<file path="config.mk">
export PLATFORM = sky130hd
export DESIGN_NAME = dyn_mem_responder
export DESIGN_NICKNAME = d
export VERILOG_FILES = /design/src/rtl/dyn_mem_responder.sv
export SDC_FILE = /design/constraint.sdc
export NUM_CORES = 1
export LEC_CHECK = 0
export ABC_AREA = 1
export BUFFER_PORTS_ARGS = -buffer_cell sky130_fd_sc_hd__buf_2
export CAP_MARGIN = 20
export CORE_MARGIN = 1.5
export CORE_UTILIZATION = 60
export CTS_CLUSTER_SIZE = 28
export DETAILED_ROUTE_END_ITERATION = 8
export PLACE_DENSITY_LB_ADDON = 0.25
export SLEW_MARGIN = 10
export SYNTH_ARGS = -nofsm -noshare
export SYNTH_HDL_FRONTEND = slang
export SYNTH_SLANG_ARGS = --single-unit
</file>
<file path="constraint.sdc">
create_clock -name clk -period 7.1 [get_ports clk]
set_input_delay 1.42 -clock clk [delete_from_list [all_inputs] [get_ports clk]]
set_output_delay 1.42 -clock clk [all_outputs]
set_load 0.005 [all_outputs]
</file>
<file path="src/rtl/dyn_mem_responder.sv">
// Memory-side responder for a single shared dynamic memory port.
// Accepts level-held read/write requests, waits a fixed latency, then
// returns a one-cycle done pulse. Every output comes straight from a flop.
module dyn_mem_responder #(
    parameter int unsigned WIDTH         = 32,
    parameter int unsigned SIZE          = 16,
    parameter int unsigned IDX_SIZE      = 4,
    parameter int unsigned READ_LATENCY  = 2,
    parameter int unsigned WRITE_LATENCY = 1
) (
    input  logic                clk,
    input  logic                reset,
    input  logic [IDX_SIZE-1:0] mem_addr,
    input  logic                mem_read_en,
    input  logic                mem_write_en,
    input  logic [WIDTH-1:0]    mem_in,
    output logic [WIDTH-1:0]    mem_out,
    output logic                mem_read_done,
    output logic                mem_write_done
);

    localparam int unsigned AW = (SIZE > 1) ? $clog2(SIZE) : 1;
    // Busy-state reload values; a latency of 1 skips the busy state entirely.
    localparam logic [7:0] RdReload = (READ_LATENCY >= 2) ? 8'(READ_LATENCY - 2) : 8'd0;
    localparam logic [7:0] WrReload = (WRITE_LATENCY >= 2) ? 8'(WRITE_LATENCY - 2) : 8'd0;

    if (READ_LATENCY < 1 || READ_LATENCY > 255) begin : g_bad_rd_lat
        $error("dyn_mem_responder: READ_LATENCY must be in 1..255");
    end
    if (WRITE_LATENCY < 1 || WRITE_LATENCY > 255) begin : g_bad_wr_lat
        $error("dyn_mem_responder: WRITE_LATENCY must be in 1..255");
    end
    if (SIZE > (2 ** IDX_SIZE)) begin : g_bad_size
        $error("dyn_mem_responder: SIZE exceeds the address space of IDX_SIZE");
    end

    typedef enum logic [2:0] {StIdle, StRBusy, StWBusy, StRDone, StWDone} state_e;

    state_e              state_q, state_d;
    logic [7:0]          cnt_q, cnt_d;
    logic [IDX_SIZE-1:0] addr_q, addr_d;
    logic [WIDTH-1:0]    data_q, data_d;
    logic [WIDTH-1:0]    out_q, out_d;
    logic                rd_done_q, wr_done_q;

    logic                enter_rdone, enter_wdone;
    logic [IDX_SIZE-1:0] acc_addr;
    logic [WIDTH-1:0]    acc_data;
    logic                in_range;
    logic                mem_we;

    logic [WIDTH-1:0]    mem_q [SIZE];

    // Next-state, counter and read-data selection.
    always_comb begin
        state_d     = state_q;
        cnt_d       = cnt_q;
        addr_d      = addr_q;
        data_d      = data_q;
        enter_rdone = 1'b0;
        enter_wdone = 1'b0;
        // With latency 1 the access completes on the accepting edge, so the
        // live inputs stand in for the not-yet-latched copies.
        acc_addr    = addr_q;
        acc_data    = data_q;
        unique case (state_q)
            StIdle: begin
                if (mem_read_en) begin
                    addr_d   = mem_addr;
                    acc_addr = mem_addr;
                    if (READ_LATENCY == 1) begin
                        state_d     = StRDone;
                        enter_rdone = 1'b1;
                    end else begin
                        state_d = StRBusy;
                        cnt_d   = RdReload;
                    end
                end else if (mem_write_en) begin
                    addr_d   = mem_addr;
                    data_d   = mem_in;
                    acc_addr = mem_addr;
                    acc_data = mem_in;
                    if (WRITE_LATENCY == 1) begin
                        state_d     = StWDone;
                        enter_wdone = 1'b1;
                    end else begin
                        state_d = StWBusy;
                        cnt_d   = WrReload;
                    end
                end
            end
            StRBusy: begin
                if (cnt_q == 8'd0) begin
                    state_d     = StRDone;
                    enter_rdone = 1'b1;
                end else begin
                    cnt_d = cnt_q - 8'd1;
                end
            end
            StWBusy: begin
                if (cnt_q == 8'd0) begin
                    state_d     = StWDone;
                    enter_wdone = 1'b1;
                end else begin
                    cnt_d = cnt_q - 8'd1;
                end
            end
            StRDone, StWDone: state_d = StIdle;
            default:          state_d = StIdle;
        endcase

        in_range = (32'(acc_addr) < SIZE);
        mem_we   = enter_wdone && in_range;
        out_d    = out_q;
        if (enter_rdone) begin
            out_d = in_range ? mem_q[acc_addr[AW-1:0]] : '0;
        end
    end

    // Control and output registers with synchronous reset.
    always_ff @(posedge clk) begin
        if (reset) begin
            state_q   <= StIdle;
            cnt_q     <= '0;
            addr_q    <= '0;
            data_q    <= '0;
            out_q     <= '0;
            rd_done_q <= 1'b0;
            wr_done_q <= 1'b0;
        end else begin
            state_q   <= state_d;
            cnt_q     <= cnt_d;
            addr_q    <= addr_d;
            data_q    <= data_d;
            out_q     <= out_d;
            rd_done_q <= enter_rdone;
            wr_done_q <= enter_wdone;
        end
    end

    // Storage array: not cleared by reset; a reset edge suppresses the commit.
    always_ff @(posedge clk) begin
        if (!reset && mem_we) begin
            mem_q[acc_addr[AW-1:0]] <= acc_data;
        end
    end

    assign mem_out        = out_q;
    assign mem_read_done  = rd_done_q;
    assign mem_write_done = wr_done_q;

endmodule

</file>
==> flow_summary.yaml <==
timing:
  skew_ns: 0.00894
  setup_violations: 0
  min_period_ns: 4.38
  setup_ws_ns: 2.72
  finalCritPeriodShare: 0.618
  hold_ws_ns: 0.474
  rsz0062_at_grt: "no"
  final_hold_viol_count: 0
  drv_slew: 0
  fmax_mhz: 228
  timing.setup.tns_ns: 0
  max_slew_margin: 0.200
  worstMarginPinSlew_ns: 1.20
clock_tree:
  hold_buffers: 0
  cts-root-buf: "clkbuf_16"
  cts_buffers: 58
  h-tree-depth: 2
  worstSkewPairLatency_ns: 0.61
  cts.path.max_buffers: 3
  clk_pin_slew_worst_paths_ns: 0.06
  cts.sinks: 593
  cts_tree: "done"
  postCtsSetupBuffers: 0
  post_cts_resized: 0
worst_setup_path:
  cp_num_buf_inv: 4
  worst-endpoint-required_ns: 7.36
  cp_max_fo: 33
  cp_top_family: "simple AND/OR/NAND/NOR gates"
  endpoint_kind: "flop"
  slowest_delay_ns: 0.94
  path_class: "in2reg"
  path_cells: "buf_2, inv_1, nand2_1, nand3_4, or2_0, o21ai_2, nor2_4, inv_1, nor2_4, buf_4"
  critical_path.slowest_cell: "nor2_4"
  cp.arrival_ns: 4.65
  cp-start-kind: "input port"
final_layout:
  fin_cells: 2963
  drive_gt1_frac: 0.109
  fin_area_mm2: 0.0273
  synthToLayoutAreaGrowth_pct: 11.4
  diodes: 0
  final_common_cell: "nand2_1"
  postLayoutCoreUtil: 0.683
  fin_nets: 2430
  layout_common_cells: "nand2_1, edfxtp_1, nand3_1, nor2_1, dfxtp_1"
synthesis:
  yosysWarnings: 0
  avgSynthCellArea_um2: 10.4
  syn_nets: 2411
  syn_inst: 2369
  ys_ff_latch: 593
  synth_cell_type_count: 26
  yosysSeqAreaShare: 0.693
  syn-cell-area_mm2: 0.0245
status:
  outcome: "complete, no violations"
die:
  coreArea_mm2: 0.0400
  ios: 74
  die_w_um: 205
  die_h_um: 205
  dieArea_mm2: 0.0421
  start_util: 0.613
  rows: 73
routing:
  drcViolationCount: 0
  drt_wl_total_mm: 61.5
  vias: 17300
  first_iter_violations: 2060
  drt-wirelength-per-cell_um: 20.8
  drtAntennaViolNets: 0
  drtPass1Iterations: 6
  vias_per_cell: 5.85
min_path:
  hold_path_class: "reg2reg"
global_route:
  grt_usage: 0.301
  grt_overflow: 0
  grt_max_degree: 108
  grt_pass1_vias: 16500
  grt_pass1_wl_mm: 94.4
  antenna_found_initial: 2
place:
  post_dp_cell_area_mm2: 0.0252
  post-place-ws_ns: 2.10
  dp.cells: 2850
  hpwlAfterDp_mm: 34.2
  port-buffer-count: 73
  place_congestion: 0.826
job:
  cap_violations: 0
pwr:
  total_power_mw: 10.4
  irDropWorstVdd_mv: 0.375
  leakage_nw: 11.2
  power_density_mw_per_mm2: 380
## synth_stat cells
| cell type | instances | area [um2] |
|---|---|---|
| a21oi_1 | 8 | 40.0 |
| buf_1 | 4 | 15.0 |
| buf_2 | 81 | 405 |
| buf_4 | 14 | 105 |
| clkbuf_1 | 43 | 161 |
| dfxtp_1 | 81 | 1620 |
| edfxtp_1 | 512 | 15400 |
| ha_1 | 2 | 25.0 |
| inv_1 | 50 | 188 |
| inv_2 | 4 | 15.0 |
| nand2_1 | 984 | 3690 |
| nand2_2 | 1 | 6.26 |
| nand3_1 | 328 | 1640 |
| nand3_4 | 1 | 17.5 |
| nand4_1 | 4 | 25.0 |
| nor2_1 | 133 | 499 |
| nor2_2 | 1 | 6.26 |
| nor2_4 | 3 | 33.8 |
| nor3_1 | 1 | 5.00 |
| nor4_1 | 2 | 12.5 |
| o21ai_0 | 70 | 350 |
| o21ai_2 | 2 | 17.5 |
| or2_0 | 2 | 12.5 |
| or2_2 | 33 | 206 |
| or3_1 | 1 | 6.26 |
| xor2_1 | 4 | 35.0 |
## per-layer routing
layer | vias up | global-route usage | share of wire
li1 | 7969 | - | -
met1 | 8310 | 0.439 | 0.41
met2 | 923 | 0.458 | 0.45
met3 | 124 | 0.0577 | 0.11
met4 | 0 | 0.102 | 0.030
met5 | - | 0 | 0
## flip-flops by register name (all words and copies together) (netlist names)
signal          count
addr_q              4
cnt_q               8
data_q             32
mem_out            32
mem_q             512
mem_read_done       1
mem_write_done      1
state_q             3
## logic make-up after synthesis
family / count (synthesis) / synth area share
AND/OR/NAND/NOR: 1494 / 0.251
flip-flops: 593 / 0.693
buffers and inverters: 196 / 0.0363
AO/OA/AOI/OAI: 80 / 0.0166
XOR/XNOR: 4 / 0.00143
adder cells (fa/ha/maj): 2 / 0.00102
## power by group
group | internal (mW) | switching (mW) | leakage [nW] | total (mW)
logic | 0.747 | 2.22 | 4.83 | 2.97
registers | 4.16 | 0.0804 | 5.34 | 4.24
clock network | 1.88 | 1.29 | 1.00 | 3.18
## worst register-to-register path: cells and delay by family, from the launching register on
| kind | cells | cell delay, ns |
|---|---|---|
| simple gates | 5 | 2.38 |
| buf+inv | 2 | 0.56 |
| compound gates | 1 | 0.16 |
| flops | 1 | 0.34 |
## final cells by class
class	count	area, um2
Clock buffer	79	1690
Clock inverter	31	302
Timing Repair Buffer	101	648
Fill cell	2935	12700
Sequential cell	593	17000
Inverter	54	205
Multi-Input combinational cell	1580	6810
Tap cell	525	657
## path summary, 6_finish.rpt
kind / start / to / slack, ns / cells past startpoint
min reg2reg: cnt_q[0] / cnt_q[0] / 0.47 / 2
min: cnt_q[0] / cnt_q[0] / 0.47 / 2
max: mem_write_en / mem_q[15][14] / 2.72 / 10
max reg2reg: state_q[2] / mem_q[11][1] / 3.28 / 8
(Power assumes the default switching activity.)
